`src/rtl/mips_state_dump_controller.sv`:
```
// Freezes the single-cycle MIPS core and streams all registers, then optionally
// every data-memory word, over a valid/ready port before releasing the core.
module mips_state_dump_controller #(
    parameter int DATA_W     = 16,
    parameter int REG_ADDR_W = 4,
    parameter int MEM_ADDR_W = 8
) (
    input  logic                  clock,
    input  logic                  reset,
    input  logic                  start,
    input  logic                  dump_mem,
    output logic                  cpu_halt,
    output logic [REG_ADDR_W-1:0] reg_rd_addr,
    input  logic [DATA_W-1:0]     reg_rd_data,
    output logic [MEM_ADDR_W-1:0] mem_rd_addr,
    input  logic [DATA_W-1:0]     mem_rd_data,
    output logic                  out_valid,
    input  logic                  out_ready,
    output logic [DATA_W-1:0]     out_data,
    output logic                  out_kind,
    output logic [MEM_ADDR_W-1:0] out_addr,
    output logic                  busy,
    output logic                  done
);

    localparam logic [2:0] S_IDLE  = 3'd0;
    localparam logic [2:0] S_HALT  = 3'd1;
    localparam logic [2:0] S_REG   = 3'd2;
    localparam logic [2:0] S_MEM   = 3'd3;
    localparam logic [2:0] S_DRAIN = 3'd4;

    localparam logic [MEM_ADDR_W-1:0] REG_LAST = MEM_ADDR_W'((1 << REG_ADDR_W) - 1);
    localparam logic [MEM_ADDR_W-1:0] MEM_LAST = {MEM_ADDR_W{1'b1}};
    localparam logic [MEM_ADDR_W-1:0] IDX_ONE  = MEM_ADDR_W'(1);

    logic [2:0]            state;
    logic [MEM_ADDR_W-1:0] idx;
    logic                  mem_sel;
    logic                  ld;
    logic                  last;

    assign ld   = !out_valid || out_ready;
    assign last = (state == S_REG) ? (idx == REG_LAST) : (idx == MEM_LAST);
    assign busy = (state != S_IDLE);

    // The shared index only reaches the port of the phase being dumped.
    assign reg_rd_addr = (state == S_REG) ? idx[REG_ADDR_W-1:0] : '0;
    assign mem_rd_addr = (state == S_MEM) ? idx : '0;

    always_ff @(posedge clock) begin
        if (reset) begin
            state     <= S_IDLE;
            idx       <= '0;
            mem_sel   <= 1'b0;
            cpu_halt  <= 1'b0;
            out_valid <= 1'b0;
            out_data  <= '0;
            out_kind  <= 1'b0;
            out_addr  <= '0;
            done      <= 1'b0;
        end else begin
            done <= 1'b0;
            case (state)
                S_IDLE: begin
                    if (start) begin
                        state    <= S_HALT;
                        cpu_halt <= 1'b1;
                        mem_sel  <= dump_mem;
                    end
                end
                S_HALT: begin
                    idx   <= '0;
                    state <= S_REG;
                end
                S_REG, S_MEM: begin
                    // A stalled word (valid without ready) keeps everything frozen.
                    if (ld) begin
                        out_valid <= 1'b1;
                        out_addr  <= idx;
                        if (state == S_REG) begin
                            out_data <= reg_rd_data;
                            out_kind <= 1'b0;
                        end else begin
                            out_data <= mem_rd_data;
                            out_kind <= 1'b1;
                        end
                        if (last) begin
                            idx   <= '0;
                            state <= (state == S_REG && mem_sel) ? S_MEM : S_DRAIN;
                        end else begin
                            idx <= idx + IDX_ONE;
                        end
                    end
                end
                S_DRAIN: begin
                    if (out_valid && out_ready) begin
                        out_valid <= 1'b0;
                        cpu_halt  <= 1'b0;
                        done      <= 1'b1;
                        state     <= S_IDLE;
                    end
                end
                default: state <= S_IDLE;
            endcase
        end
    end

endmodule

```
`config.mk`:
```
export PLATFORM = sky130hd
export DESIGN_NAME = mips_state_dump_controller
export DESIGN_NICKNAME = d
export VERILOG_FILES = /design/src/rtl/mips_state_dump_controller.sv
export SDC_FILE = /design/constraint.sdc
export NUM_CORES = 1
export LEC_CHECK = 0
export ABC_AREA = 0
export CORE_UTILIZATION = 43
export CTS_BUF_LIST = sky130_fd_sc_hd__clkbuf_4 sky130_fd_sc_hd__clkbuf_8
export DETAILED_ROUTE_END_ITERATION = 8
export GPL_ROUTABILITY_DRIVEN = 0
export GPL_TIMING_DRIVEN = 0
export PLACE_DENSITY = 0.81
export SETUP_SLACK_MARGIN = 0.15
export SYNTH_ARGS = -nofsm -noshare
export SYNTH_HDL_FRONTEND = slang
export SYNTH_SLANG_ARGS = --single-unit
export TNS_END_PERCENT = 30
```
`constraint.sdc`:
```
create_clock -name clock -period 2.7 [get_ports clock]
set_clock_uncertainty 0.2 [all_clocks]
set_input_delay 0.54 -clock clock [delete_from_list [all_inputs] [get_ports clock]]
set_output_delay 0.54 -clock clock [all_outputs]
set_load 0.005 [all_outputs]
```
# == After elaboration in Yosys (flattened, before gate mapping) ==
# Index checks and enable logic that the tools add are counted.
# totals
register_bits,40
latchBits,0
ramBits,0
rom_bits,0
input_bits,37
output_inout_bits,41
elab_cells,58
n_memories,0
# classes
add_sub_neg,1
n_mul,0
div,0
order_cmp,0
n_eq_ne,10
shift,0
n_mux,20
bitwise,1
n_reduce_logical,17
# op_table
op,n
$mux 8,3
$mux 16,1
$pmux 8 s2,1
$mux 3,5
$pmux 3 s4,1
$add 8x1->8 const B,1
$eq 8x4->1 const B,1
$eq 8x8->1 const B,1
$ne 2x2->1 const B,4
$eq 3x2->1 const B,2
$mux 1,6
$reduce_and 2->1,3
$reduce_and 3->1,2
$reduce_bool 2->1,3
$mux 4,1
$pmux 1 s2,2
$reduce_and 4->1,1
$reduce_or 2->1,2
$eq 3x1->1 const B,1
$eq 3x3->1 const B,1
$logic_not 3->1,1
$reduce_bool 3->1,1
$logic_and 1x1->1,2
$logic_not 1->1,1
other kinds (2),2

# == Depth between registers and ports, before layout ==
# Gate-level depths: netlist (run 1).
# depth
depth_word,6
ltp_mapped,7

# == Worst setup path before layout (run 1) ==
# OpenSTA, ideal clock, no wires.
# synth_timing
kind,in2reg
start,in out_ready
end,reg idx[7]
arrival_ps,1710
required_ps,2427
slack_ps,716
path_stages,5
path_cell_list,and3b_1 > clkbuf_1 > or2_1 > or4b_1 > a21oi_1
# synth_via
elab_chain_cells,3
# synth_rtl
item,line_no,rtl
from (decl),18,"input logic out_ready,"
$logic_or 1x1->1,42,assign ld = !out_valid || out_ready;
$ne 2x2->1 (no source line),n/a,
$reduce_and 2->1 (no source line),n/a,
to (signal assigned),91,idx <= idx + IDX_ONE;
to (decl),37,logic [MEM_ADDR_W-1:0] idx;
# No other way between the ends.
# A chain may end at the register's enable or synchronous reset.

# == Worst setup path in the final report (run 1) ==
# layout_timing
start,reg state[2]
end,out busy
# layout_via
elab_chain_cells,1
# layout_rtl
item,line_no,rtl
from (decl),36,logic [2:0] state;
from (signal assigned),89,state <= (state == S_REG && mem_sel) ? S_MEM : S_DRAIN;
$reduce_bool 3->1,44,assign busy = (state != S_IDLE);
to (decl),22,"output logic busy,"
# No other way between the ends.

==> flow_summary.json, run 1 <==
{
  "h-tree-depth": 2,
  "placed_area_sq_um": 2630,
  "fin_crit_ns": 2.50,
  "drc": 0,
  "p_leak_nw": 1.03,
  "post_synth.cell_area_avg_sq_um": 8.20,
  "die_w_um": 66.8,
  "io_buffers": 76,
  "tritoncts.num_buffers": 5,
  "start_util": 0.451,
  "clk_pin_slew_ns": 0.08,
  "nFillCells": 343,
  "clock_path_buffers": 2,
  "synth-edff-count": 0,
  "cts.sinks": 40,
  "synth_warnings": 0,
  "fmax_mhz": 400,
  "clk-insertion-delay-late_ns": 0.29,
  "slew_viol_final": 0,
  "seqCellArea_sq_um": 801,
  "dpl.hpwl_um": 3840,
  "synthTopCellsByArea": "dfxtp_1 (44%), nand2_1 (8.7%), o221ai_1 (8.3%), a21oi_1 (8.0%), clkbuf_1 (3.7%)",
  "cp_data_arrival_time_ns": 1.76,
  "viasPerCell": 5.55,
  "slew_headroom": 0.653,
  "comb_power_share": 0.415,
  "grt_max_degree": 15,
  "design_area_sq_um": 2810,
  "grt_pass1_vias": 1792,
  "final_cells": 356,
  "hold_viol": 0,
  "overflow": 0,
  "finalSetupViolCount": 0,
  "io_pins": 78,
  "row_count": 23,
  "grt_use_total": 0.249,
  "vias": 1975,
  "power-per-cell-area_nw_per_um2": 678,
  "reg2reg_setup_slack_ns": 0.55,
  "dieHeight_um": 66.8,
  "die_area_sq_um": 4460,
  "hold_slack_ns": 0.254,
  "holdCritPathClass": "flop to flop",
  "drive_gt1_frac": 0.0719,
  "internal-power_w": 0.00120,
  "syn_inst": 220,
  "core_area_sq_um": 4000,
  "drt.antenna.violating_nets": 0,
  "maxCapViolCount": 0,
  "netlist.area_leader.share": 0.444,
  "cts_root_buffer": "clkbuf_8",
  "cts_hold_buf": 0,
  "avgRoutedWirePerCell_um": 15.0,
  "dp_cells": 346,
  "ys_seq_elements": 40,
  "critPathKind": "flop to output port",
  "ir_drop_mv": 0.443,
  "multi_input_area_sq_um": 941,
  "area_growth_syn_to_layout_pct": 55.8,
  "netSwitchingPower_w": 0.000701,
  "grt_pass1_wl_um": 8340,
  "diodes": 0,
  "required_ns": 1.96,
  "worstSetupStartpointType": "flop",
  "yosys.area.top_type": "dfxtp_1",
  "antenna_found_initial": 0,
  "ys_seq_area_frac": 0.444,
  "syn_area_sq_um": 1800,
  "firstDrtPassIters": 4,
  "routed_wl_um": 5340,
  "p_clk_frac": 0.214,
  "first_iter_violations": 81,
  "async_reset_ff_frac": 0,
  "seqPwrFrac": 0.371,
  "rsz0062_at_grt": "yes",
  "finalCritPeriodShare": 0.926,
  "endpoint_kind": "output port",
  "synthesis.nets": 258,
  "cp_max_fo": 10,
  "switching_share": 0.368,
  "cts_tree": "yes",
  "ys_types": 38,
  "synthFlopType": "dfxtp_1",
  "status": "complete, no violations",
  "worstMarginPinSlew_ns": 0.508,
  "layout.nets": 343
}
## state kept, by name, indices dropped and copies added, names as in the netlist
name,count
cpu_halt,1
state,3
done,1
out_kind,1
idx,8
out_addr,8
out_data,16
out_valid,1
mem_sel,1
## power groups by stage
stage          registers, W  logic, W  clock network (W)
2_1_floorplan      0.000710  0.000407                  0
3_3_place_gp       0.000712  0.000683                  0
3_5_place_dp       0.000714  0.000690                  0
4_1_cts            0.000703  0.000763           0.000413
5_1_grt            0.000712  0.000859           0.000435
6_report           0.000707  0.000791           0.000407
## final timing paths
path / from / end / cells after the start
worst max-delay path: state[2] / busy / 3
worst max register to register: idx[0] / idx[0] / 5
worst min register to register: out_data[13] / out_data[13] / 2
worst min-delay path: out_data[13] / out_data[13] / 2
## what timing repair did
action / 4_1_cts / 5_1_grt
setup buffers: 1 / 1
setup endpoints to repair: 13 / 24
gates resized for setup: 18 / 8
## synthesized netlist by cell type (2+ instances only)
cell / number
and3_1: 8
clkbuf_1: 18
and2_1: 4
o21ai_0: 2
nand2_1: 42
xnor2_1: 4
or3_1: 2
o221ai_1: 17
nor2b_1: 2
dfxtp_1: 40
inv_1: 2
nand3_1: 5
nand4_1: 2
nor2_1: 16
nand2b_1: 3
nor4_1: 2
mux2i_1: 2
a21oi_1: 29
## stage by stage
stage	total power (W)	setup slack, ns	TNS, ns	util
global placement	0.00140	-0.0926	-0.781	0.657
detailed placement	0.00140	-0.0969	-0.847	0.657
CTS	0.00188	0.149	0	0.696
global route	0.00201	0.0770	0	0.703
finish	0.00190	0.200	0	0.703
floorplan	0.00112	0.716	0	-
## cell families (layout without fill, tap and decap cells)
family          after synthesis  count (layout)  share of synthesized area
mux                           3               3                     0.0173
fa+ha+maj                     1               1                    0.00693
xor+xnor                      5               5                     0.0243
buf+inv                      21             107                     0.0444
flops                        40              40                      0.444
simple gates                 94              94                      0.252
compound gates               56              56                      0.212
## cells in the final DEF (no fill, tap or decap), types with 4 or more instances in the layout
cell / Yosys / final
clkdlybuf4s50_1: 0 / 73
nand2_1: 42 / 42
dfxtp_1: 40 / 40
a21oi_1: 29 / 29
o221ai_1: 17 / 17
nor2_1: 16 / 15
clkbuf_1: 18 / 12
clkbuf_8: 0 / 9
and3_1: 8 / 8
nand3_1: 5 / 5
and2_1: 4 / 4
xnor2_1: 4 / 4
## worst max-delay path: stages, from the launching register on
cell and delay [ns]:
dfxtp_1 0.45, clkbuf_1 0.35, or3_1 0.17, clkdlybuf4s50_1 0.49
## final cells by class
type	instances	area share
inverters	2	0.00267
flip-flops and latches	40	0.285
well taps	50	0.0223
clock inverters	3	0.00846
clock buffers	5	0.0245
multi-input cells	159	0.335
repair buffers	78	0.279
plain buffers	19	0.0441
## per-layer routing
layer	share of wire	wire (um)	track usage
met2	0.50	2660	0.419
met5	0	0	0
met4	0.021	110	0.104
met3	0.052	276	0.0736
met1	0.43	2300	0.292
Note: power is estimated with default switching activity, not from simulation.
==> run 2, diff against run 1 <==
Settings changed: CORE_UTILIZATION 43 to 47, PLACE_DENSITY 0.81 to 0.88, SLEW_MARGIN from default to 15.
Clock period 2.7 ns to 3.2 ns, I/O delays scaled along.
==> flow_summary.json, run 2 (same netlist as run 1, synthesis figures left out) <==
{
  "status": "complete, no violations",
  "slew_headroom": 0.628,
  "finalPower_w": 0.00162,
  "hold_end": "out_data[2]",
  "ir_drop_mv": 0.344,
  "drc": 0,
  "nFillCells": 301,
  "die_w_um": 64.0,
  "avgRoutedWirePerCell_um": 14.3,
  "io_pins": 78,
  "grt_pass1_wl_um": 7890,
  "core_area_sq_um": 3660,
  "fin_crit_ns": 2.91,
  "layout_commonest_cell": "clkdlybuf4s50_1",
  "critPathKind": "flop to output port",
  "largestRegisters": "out_data (16), idx (8), out_addr (8)",
  "maxCapViolCount": 0,
  "routed_wl_um": 5040,
  "cts_tree": "yes",
  "reg2reg_setup_slack_ns": 1.04,
  "required_ns": 2.36,
  "cts.sinks": 40,
  "r2r-end": "idx[6]",
  "slew_viol_final": 0,
  "rsz0062_at_grt": "yes",
  "worstMarginPinSlew_ns": 0.558,
  "finalSetupTns_ns": 0,
  "firstDrtPassIters": 4,
  "p_leak_nw": 0.971,
  "cts_root_buffer": "clkbuf_8",
  "power-per-cell-area_nw_per_um2": 589,
  "cts_setup_buffers": 0,
  "clk_pin_slew_ns": 0.08,
  "grt_pass1_vias": 1719,
  "fmax_mhz": 343,
  "start_util": 0.493,
  "dieHeight_um": 64.0,
  "die_area_sq_um": 4090,
  "first_iter_violations": 71,
  "antenna_found_initial": 0,
  "h-tree-depth": 2,
  "rr_worst_depth": 5,
  "dpl.hpwl_um": 3670,
  "final_core_util": 0.752,
  "layout.nets": 341,
  "cp_max_fo": 10,
  "min_path_cells": 2,
  "cts_hold_buf": 0,
  "drive_gt1_frac": 0.0526,
  "grt_max_degree": 14,
  "finalCritPeriodShare": 0.911,
  "io_buffers": 76,
  "finalSetupViolCount": 0,
  "clk-insertion-delay-late_ns": 0.30,
  "endpoint_kind": "output port",
  "holdCritPathClass": "flop to flop",
  "drt.antenna.violating_nets": 0,
  "viasPerCell": 5.54,
  "hp-start": "out_data[2]",
  "regMostFlops": "out_data",
  "vias": 1951,
  "area_growth_syn_to_layout_pct": 52.6,
  "r2r_start": "idx[0]",
  "row_count": 22,
  "worstSetupStartpointType": "flop",
  "mostFrequentLayoutCells": "clkdlybuf4s50_1 (76), nand2_1 (42), dfxtp_1 (40)",
  "largest_register_ffs": 16,
  "cp_data_arrival_time_ns": 2.07,
  "grt_use_total": 0.252,
  "tritoncts.num_buffers": 5,
  "overflow": 0,
  "diodes": 0,
  "hold_viol": 0,
  "clock_path_buffers": 2
}
-- run 2: cell count changes in the layout (fill, tap and decap cells not counted), moves of 2 or more --
cell,previous run,this run
clkbuf_2,1,5
buf_4,3,0
clkbuf_8,9,6
clkdlybuf4s50_1,73,76
dlymetal6s2s_1,3,0
clkinvlp_4,2,0
-- run 2: worst max-delay path by stage --
stage	from	end	slack, ns	depth (start not counted)
3_5_place_dp	state[0]	mem_rd_addr[6]	0.29	5
5_1_grt	state[1]	mem_rd_addr[6]	0.15	5
2_1_floorplan	out_ready	idx[7]	1.12	5
3_3_place_gp	state[0]	mem_rd_addr[6]	0.29	5
6_report	state[1]	mem_rd_addr[6]	0.29	5
4_1_cts	state[1]	mem_rd_addr[6]	0.17	5
-- run 2: timing repair --
item,4_1_cts,5_1_grt
endpoints found under the setup margin,8,12
endpoints found under the hold margin,0,0
resized for setup,2,6
-- run 2: layer usage --
layer | vias up | track usage | part of all wire
met4 | 0 | 0.139 | 0.024
met1 | 918 | 0.318 | 0.46
met3 | 11 | 0.0482 | 0.053
li1 | 954 | - | -
met2 | 68 | 0.402 | 0.46
met5 | - | 0 | 0
-- run 2: cell type report --
cell class,count,area [sq um],share of cell area
Buffer,19,78.8,0.0286
Inverter,2,7.51,0.00273
Tap cell,48,60.1,0.0218
Timing Repair Buffer,76,761,0.276
Clock buffer,6,82.6,0.0300
Clock inverter,2,38.8,0.0141
Sequential cell,40,801,0.291
Multi-Input combinational cell,159,923,0.335
-- run 2: stage by stage --
stage                     instances  worst slack [ns]  area [sq um]  hold slack (ns)
after floorplan                 220              1.12          1800            0.248
after global placement          344             0.288          2630            0.238
after detailed placement        344             0.287          2630            0.245
after CTS                       352             0.173          2750            0.257
after global routing            352             0.149          2750            0.270
final                           352             0.286          2750            0.257
-- run 2: report_power, final --
group	total (W)	internal [W]	switching (W)
Clock	0.000436	0.000255	0.000181
Sequential	0.000592	0.000553	0.0000389
Combinational	0.000594	0.000251	0.000343
Total	0.00162	0.00106	0.000562
-- run 2: worst max-delay path: stages, from the launching register on --
cell and delay, ns:
dfxtp_1 0.33, buf_2 0.19, nor2b_1 0.27, clkbuf_2 0.28, and3_1 0.21, clkdlybuf4s50_1 0.50
==> run 3, diff against run 2 <==
Clock period 3.2 ns to 3.43 ns, I/O delays scaled along.
==> flow_summary.json, run 3 (same netlist as run 1, synthesis figures left out) <==
{
  "largestRegisters": "out_data (16), idx (8), out_addr (8)",
  "cts_root_buffer": "clkbuf_8",
  "die_area_sq_um": 4090,
  "endpoint_kind": "output port",
  "mostFrequentLayoutCells": "clkdlybuf4s50_1 (76), nand2_1 (42), dfxtp_1 (40)",
  "holdCritPathClass": "flop to flop",
  "rr_worst_depth": 5,
  "slew_viol_final": 0,
  "grt_use_total": 0.252,
  "cp_data_arrival_time_ns": 2.21,
  "first_iter_violations": 62,
  "die_w_um": 64.0,
  "placed_area_sq_um": 2630,
  "diodes": 0,
  "dieHeight_um": 64.0,
  "cp_max_fo": 10,
  "status": "complete, no violations",
  "avgRoutedWirePerCell_um": 14.3,
  "cp.depth": 5,
  "ir_drop_mv": 0.320,
  "start_util": 0.493,
  "layout_commonest_cell": "clkdlybuf4s50_1",
  "clk_pin_slew_ns": 0.08,
  "drt.antenna.violating_nets": 0,
  "finalSetupViolCount": 0,
  "min_path_cells": 2,
  "area_growth_syn_to_layout_pct": 52.4,
  "firstDrtPassIters": 4,
  "power-per-cell-area_nw_per_um2": 548,
  "core_area_sq_um": 3660,
  "cts_tree": "yes",
  "io_pins": 78,
  "required_ns": 2.54,
  "clk-insertion-delay-late_ns": 0.30,
  "fmax_mhz": 323,
  "tritoncts.num_buffers": 5,
  "finalCritPeriodShare": 0.903,
  "nFillCells": 302,
  "hold_slack_ns": 0.257,
  "drc": 0,
  "hold_viol": 0,
  "slowest_stage": "clkdlybuf4s50_1",
  "finalSetupTns_ns": 0,
  "grt_pass1_vias": 1719,
  "clock_path_buffers": 2,
  "cpLargestDelayFamily": "buffers and inverters",
  "largest_register_ffs": 16,
  "layout.nets": 341,
  "overflow": 0,
  "viasPerCell": 5.55,
  "io_buffers": 76,
  "finalPower_w": 0.00151,
  "multi_input_area_sq_um": 923,
  "dpl.hpwl_um": 3670,
  "crit_buf_inv": 3,
  "routed_wl_um": 5020,
  "slew_headroom": 0.636,
  "vias": 1953,
  "fin_crit_ns": 3.10,
  "maxCapViolCount": 0,
  "cts.sinks": 40,
  "seqCellArea_sq_um": 801,
  "h-tree-depth": 2,
  "p_leak_nw": 0.961,
  "cts_setup_buffers": 0,
  "worstMarginPinSlew_ns": 0.545,
  "antenna_found_initial": 0,
  "max_stage_delay_ns": 0.50,
  "regMostFlops": "out_data",
  "row_count": 22,
  "design_area_sq_um": 2750,
  "critPathKind": "flop to output port",
  "worstPathCellList": "buf_2 -> nor2b_1 -> clkbuf_1 -> and3_1 -> clkdlybuf4s50_1",
  "grt_max_degree": 14,
  "worstSetupStartpointType": "flop",
  "grt_pass1_wl_um": 7890,
  "rsz0062_at_grt": "no",
  "drive_gt1_frac": 0.0428
}
## run 3: tightest hold or removal path, delay by kind of cell (launching register included)
| family | cells | cell delay [ns] |
|---|---|---|
| DFF | 1 | 0.31 |
| and+or+nand+nor | 1 | 0.05 |
| AOI/OAI and AO/OA | 1 | 0.05 |
## run 3: final timing paths
check	start	endpoint	slack [ns]
min reg2reg	out_data[2]	out_data[2]	0.26
max reg2reg	idx[0]	idx[6]	1.27
min	out_data[2]	out_data[2]	0.26
max	state[1]	mem_rd_addr[6]	0.33
## run 3: cell type report
cell class,instances,area share
Tap cell,48,0.0218
Clock buffer,6,0.0300
Sequential cell,40,0.291
Clock inverter,2,0.0141
Inverter,2,0.00273
Timing Repair Buffer,76,0.277
Buffer,19,0.0273
Multi-Input combinational cell,159,0.336
## run 3: timing repair
item / in CTS / in global routing
hold endpoints to repair: 0 / 0
endpoints found under the setup margin: 6 / 3
resized for setup: 1 / 2
hold buffers: 0 / 0
## run 3: metrics by stage
stage	utilization	cells	setup WS (ns)
detailed placement	0.717	344	0.471
global route	0.751	352	0.175
floorplan	-	220	1.30
global placement	0.717	344	0.472
CTS	0.751	352	0.249
finish	0.751	352	0.333
## run 3: per-layer routing
layer	vias to the layer above	wire length (um)	GRT usage
met1	912	2270	0.318
met4	0	121	0.139
li1	956	-	-
met2	74	2330	0.402
met5	-	0	0
met3	11	299	0.0482
## run 3: power breakdown
part | switching (W) | total, W | leakage, nW | internal [W]
clock network | 0.000168 | 0.000406 | 0.0614 | 0.000238
logic | 0.000318 | 0.000549 | 0.576 | 0.000231
registers | 0.0000360 | 0.000552 | 0.324 | 0.000516
total | 0.000522 | 0.00151 | 0.961 | 0.000985
